File: src/rtl/anb_rd_mem_resp.sv
// ANB read responder: accepts one burst request on the address channel, streams
// consecutive words out of a 1-cycle-latency synchronous RAM, and returns them
// on the data channel through a 3-entry output FIFO with 'last' on the final beat.
module anb_rd_mem_resp #(
  parameter int ADDR_W = 16,
  parameter int LEN_W  = 8,
  parameter int DATA_W = 32
) (
  input  logic              clk,
  input  logic              rst_n,
  input  logic [ADDR_W-1:0] addr,
  input  logic [LEN_W-1:0]  len,
  input  logic              avalid,
  output logic              aready,
  output logic [DATA_W-1:0] data,
  output logic              last,
  output logic              valid,
  input  logic              ready,
  output logic              mem_rd,
  output logic [ADDR_W-1:0] mem_addr,
  input  logic [DATA_W-1:0] mem_rdata
);

  typedef enum logic {IDLE, BURST} state_t;

  localparam logic [LEN_W:0] ONE_BEAT = (LEN_W + 1)'(1);

  state_t            state, state_next;
  logic [ADDR_W-1:0] cur_addr;
  logic [LEN_W:0]    beats_left;   // one bit wider so 2^LEN_W beats fit
  logic              mem_last;     // is_last tag travelling with mem_rd
  logic              rd_pending;   // RAM word on mem_rdata this cycle
  logic              pend_last;    // is_last tag travelling with rd_pending

  logic [DATA_W-1:0] fifo_data [3];
  logic              fifo_last [3];
  logic [1:0]        wr_ptr, rd_ptr, fifo_count;

  logic              a_hs, pop, push;
  logic              issue, issue_last;
  logic [ADDR_W-1:0] issue_addr;
  logic [2:0]        inflight;

  function automatic logic [1:0] ptr_inc(input logic [1:0] p);
    return (p == 2'd2) ? 2'd0 : p + 2'd1;
  endfunction

  assign a_hs  = avalid && aready;
  assign valid = (fifo_count != 2'd0);
  assign pop   = valid && ready;
  assign push  = rd_pending;
  assign data  = valid ? fifo_data[rd_ptr] : '0;
  assign last  = valid && fifo_last[rd_ptr];

  // Words already committed to the FIFO: stored, arriving now, or requested now.
  assign inflight = 3'(fifo_count) + 3'(rd_pending) + 3'(mem_rd);

  // State register.
  always_ff @(posedge clk) begin
    // NOTE: sequential state is updated with non-blocking assignments only, so every
    // register samples the values from before the edge regardless of block order.
    if (!rst_n) state <= IDLE;
    else        state <= state_next;
  end

  // Next-state and read-issue decision.
  always_comb begin
    // NOTE: every variable gets a default first so no path leaves it unassigned
    // (an unassigned path would infer a latch).
    state_next = state;
    issue      = 1'b0;
    issue_last = 1'b0;
    issue_addr = cur_addr;
    unique case (state)
      IDLE: begin
        // The first read goes out on the handshake edge itself; the FIFO is empty
        // here, so credit is always available.
        if (a_hs) begin
          state_next = BURST;
          issue      = 1'b1;
          issue_addr = addr;
          issue_last = (len == '0);
        end
      end
      BURST: begin
        // A beat leaving the FIFO this edge frees its slot for a new read.
        if (beats_left != '0 && (inflight - 3'(pop)) < 3'd3) begin
          issue      = 1'b1;
          issue_last = (beats_left == ONE_BEAT);
        end
        if (pop && last) state_next = IDLE;
      end
      default: state_next = IDLE;
    endcase
  end

  // Address counter, RAM request pipeline, handshake flag and FIFO bookkeeping.
  always_ff @(posedge clk) begin
    if (!rst_n) begin
      aready     <= 1'b0;
      mem_rd     <= 1'b0;
      mem_addr   <= '0;
      mem_last   <= 1'b0;
      rd_pending <= 1'b0;
      pend_last  <= 1'b0;
      cur_addr   <= '0;
      beats_left <= '0;
      wr_ptr     <= '0;
      rd_ptr     <= '0;
      fifo_count <= '0;
    end else begin
      aready     <= (state_next == IDLE);
      mem_rd     <= issue;
      mem_last   <= issue_last;
      if (issue) mem_addr <= issue_addr;
      rd_pending <= mem_rd;
      pend_last  <= mem_last;

      // beats_left counts reads still to issue; the handshake already issued one.
      if (a_hs) begin
        cur_addr   <= addr + ADDR_W'(1);
        beats_left <= {1'b0, len};
      end else if (issue) begin
        cur_addr   <= cur_addr + ADDR_W'(1);
        beats_left <= beats_left - ONE_BEAT;
      end

      if (push) wr_ptr <= ptr_inc(wr_ptr);
      if (pop)  rd_ptr <= ptr_inc(rd_ptr);
      fifo_count <= fifo_count + 2'(push) - 2'(pop);
    end
  end

  // FIFO storage: returned RAM word and its tag written the cycle they arrive.
  always_ff @(posedge clk) begin
    // NOTE: storage is deliberately not reset; fifo_count gates every read of it,
    // and data/last are forced to zero while the FIFO is empty.
    if (push) begin
      fifo_data[wr_ptr] <= mem_rdata;
      fifo_last[wr_ptr] <= pend_last;
    end
  end

endmodule

File: config.mk
export PLATFORM = sky130hd
export DESIGN_NAME = anb_rd_mem_resp
export DESIGN_NICKNAME = d
export VERILOG_FILES = /design/src/rtl/anb_rd_mem_resp.sv
export SDC_FILE = /design/constraint.sdc
export NUM_CORES = 1
export LEC_CHECK = 0
export CORE_AREA = 2 2 126 128
export DETAILED_ROUTE_END_ITERATION = 8
export DIE_AREA = 0 0 128 130
export DONT_BUFFER_PORTS = 1
export PLACE_DENSITY = 0.7
export SYNTH_ARGS = -nofsm -noshare
export SYNTH_HDL_FRONTEND = slang
export SYNTH_SLANG_ARGS = --single-unit
File: constraint.sdc
create_clock -name clk -period 4.4 [get_ports clk]
set_clock_uncertainty 0.15 [all_clocks]
set_input_delay 0.88 -clock clk [delete_from_list [all_inputs] [get_ports clk]]
set_output_delay 0.88 -clock clk [all_outputs]
set_load 0.05 [all_outputs]
==> metrics.txt <==
area of the core region=0.0154 sq mm; post-place instance area=0.00699 sq mm; placement-stage worst setup slack=0.624 ns; count of state elements after synthesis=154; Post-synth EDFFs=99; DR DRC count=0; number of nets in the layout=679; CP Capture Type=flop; post-CTS setup buffers=0; category of the most critical setup path=flop to flop; worst hold margin=0.284 ns; TritonCTS clock tree=built; maximum operating frequency=289 MHz; number of inserted filler cells in the final layout=1363; half-perimeter wire length of the detailed placement result=9570 um; list of cells traversed by the critical path=nor2_2 -> inv_1 -> nand2_1 -> inv_1 -> ha_1 -> fa_1 -> inv_1 -> fa_1 -> nand2b_1 -> nand3_1 -> or2_4 -> nor4_2 -> xnor2_1 -> a21oi_1; crit-path leading delay family=simple AND/OR/NAND/NOR gates; worst flop-to-flop path startpoint=fifo_count[1]; Post-Synthesis Mean Instance Area=11.0 sq um; initial standard-cell utilization of the core=44.0%; vias in the first global route=4475; Hold Path Origin=mem_last; area of the die=0.0166 sq mm; cell area after synthesis=0.00679 sq mm; dominant cell type by count on the critical path=sky130_fd_sc_hd__inv_1; Wirelength per Cell=17.6 um; Hold Fails Final Rpt=0; number of design-rule violations left by the first detailed-router iteration=314; drt first pass iters=4; Port Buffer Count=0; worst-case setup margin in the final layout=0.944 ns; status=completed; buffer depth of the longest clock path=2; Die H=130 um; synth-to-layout area growth=12.0%; period utilization=78.5%; distinct cell type count after synthesis=51; total of max-cap violations=0; nature of the critical path startpoint=flop; cell type of the slowest stage on the worst timing path=sky130_fd_sc_hd__or2_4; leading cell type in the layout, fill and taps excluded=sky130_fd_sc_hd__nor2_1; Slew Limit Headroom=30.5%; depth of the CTS H-tree=4; PD cells=569 mW/mm^2; Leak Pwr=2.50 nW; number of antenna violations at the first check in global routing=0; via density per instance=5.57; die width=128 um; max incr delay on CP=0.42 ns; total number of clock tree sinks=154; grt total ovfl=0; type of the tightest min-delay check=flop to flop; CTS clk-pin slew, worst paths=0.06 ns; total clock buffers created by CTS=17; cell count after synthesis=616; register area share after synthesis=60.0%; Post-CTS Hold Fix Bufs=0; YS warnings=0; critical-path maximum fanout=30; wire length of the first global-routing pass=22700 um; maximum number of pins on one net before global-route repair=47; start point of the critical path=fifo_count[1]; Std-Cell Rows=46; Total Neg Setup Slack=0 ns; overall routed net length=14400 um; Slew Limit Fails=0; root buffer cell=sky130_fd_sc_hd__clkbuf_16; maximum vdd ir drop=0.000261 V; total global-route track usage=17.5%; proportion of synthesized flip-flops having asynchronous set or reset=0%; detailed-route via count=4546; count of inserted antenna diode cells=0; worst path arrival time=3.60 ns; min cycle time layout=3.46 ns; number of antenna-violating nets in the routed design=0; cells resized by post-CTS repair=0; most used flip-flop cell after synthesis=sky130_fd_sc_hd__edfxtp_1; setup repair after global routing missed its margin=false; final setup fails=0; share of post-route cells with drive strength above 1=9.62%; Bufs and invs on worst path=3; # IOs=112; transition time of the tightest slew-check pin=1.04 ns; cell area after layout=0.00761 sq mm; clock latency on the worst-skew pair=0.43 ns; data required time of the critical path=4.54 ns; GP Congestion=0.855; commonest cells after routing, fill and taps aside=108 x sky130_fd_sc_hd__nor2_1, 99 x sky130_fd_sc_hd__edfxtp_1, 56 x sky130_fd_sc_hd__nand2_1; Syn Nets=684
==> final timing paths <==
check | endpoint | slack, ns | cells after the start
max | cur_addr[13] | 0.94 | 14
min | pend_last | 0.28 | 1
min reg2reg | pend_last | 0.28 | 1
max reg2reg | cur_addr[13] | 0.94 | 14
==> synth_stat cells, drive strengths merged (4+ instances only) <==
cell type | count | area [sq um]
inv | 12 | 45.0
a211oi | 12 | 90.1
nand2 | 56 | 210
a31oi | 5 | 31.3
nand3 | 6 | 30.0
o21ai | 13 | 68.8
dfxtp | 55 | 1100
mux2i | 35 | 350
nor3 | 11 | 55.1
nor4 | 9 | 68.8
clkbuf | 23 | 86.3
nor2 | 110 | 413
ha | 6 | 75.1
xnor2 | 23 | 201
nand4 | 7 | 50.1
a21oi | 47 | 235
buf | 15 | 82.6
a311oi | 16 | 140
xor2 | 12 | 105
edfxtp | 99 | 2970
and2 | 4 | 25.0
==> per-layer routing <==
| layer | track usage, % | routed length [um] | vias up | share of wire (%) |
|---|---|---|---|---|
| met5 | 0 | 0 | - | 0 |
| met4 | 6.59 | 248 | 0 | 1.7 |
| li1 | - | - | 2218 | - |
| met3 | 6.56 | 1100 | 25 | 7.7 |
| met1 | 20.5 | 5980 | 2155 | 42 |
| met2 | 29.5 | 7050 | 148 | 49 |
==> registers in the layout, indices dropped and copies added (netlist names), named ones only <==
name,flops
fifo_count,2
rd_ptr,2
mem_last,1
pend_last,1
beats_left,9
wr_ptr,2
mem_addr,16
fifo_data,96
aready,1
state,1
mem_rd,1
cur_addr,16
fifo_last,3
push,1
==> per-stage QoR <==
stage,power [W],cells,util (%)
after floorplan,0.00269,616,-
after global placement,0.00283,784,45.3
after detailed placement,0.00285,784,45.3
after CTS,0.00436,816,49.3
after global routing,0.00450,816,49.3
final,0.00433,816,49.3
==> report_power, final <==
group / internal, W / switching, W
Sequential: 0.00162 / 0.000136
Clock: 0.000905 / 0.000605
Combinational: 0.000256 / 0.000810
==> area by class of cell <==
type | count | area (sq um) | area share (%)
Clock buffer | 17 | 425 | 5.59
Clock inverter | 15 | 190 | 2.50
Inverter | 12 | 45.0 | 0.592
Multi-Input combinational cell | 412 | 2530 | 33.2
Sequential cell | 154 | 4080 | 53.6
Tap cell | 192 | 240 | 3.16
Timing Repair Buffer | 14 | 105 | 1.38
==> logic make-up after synthesis <==
logic type                 after synthesis  share of synthesized area, %
AOI/OAI and AO/OA                      109                          10.2
adders and majority gates                8                          1.69
muxes                                   37                          5.49
DFF                                    154                          60.0
xor gates and xnor gates                35                          4.51
buffers and inverters                   50                          3.15
and+or+nand+nor                        223                          15.0
No activity file was read; power rests on OpenSTA's default activity.
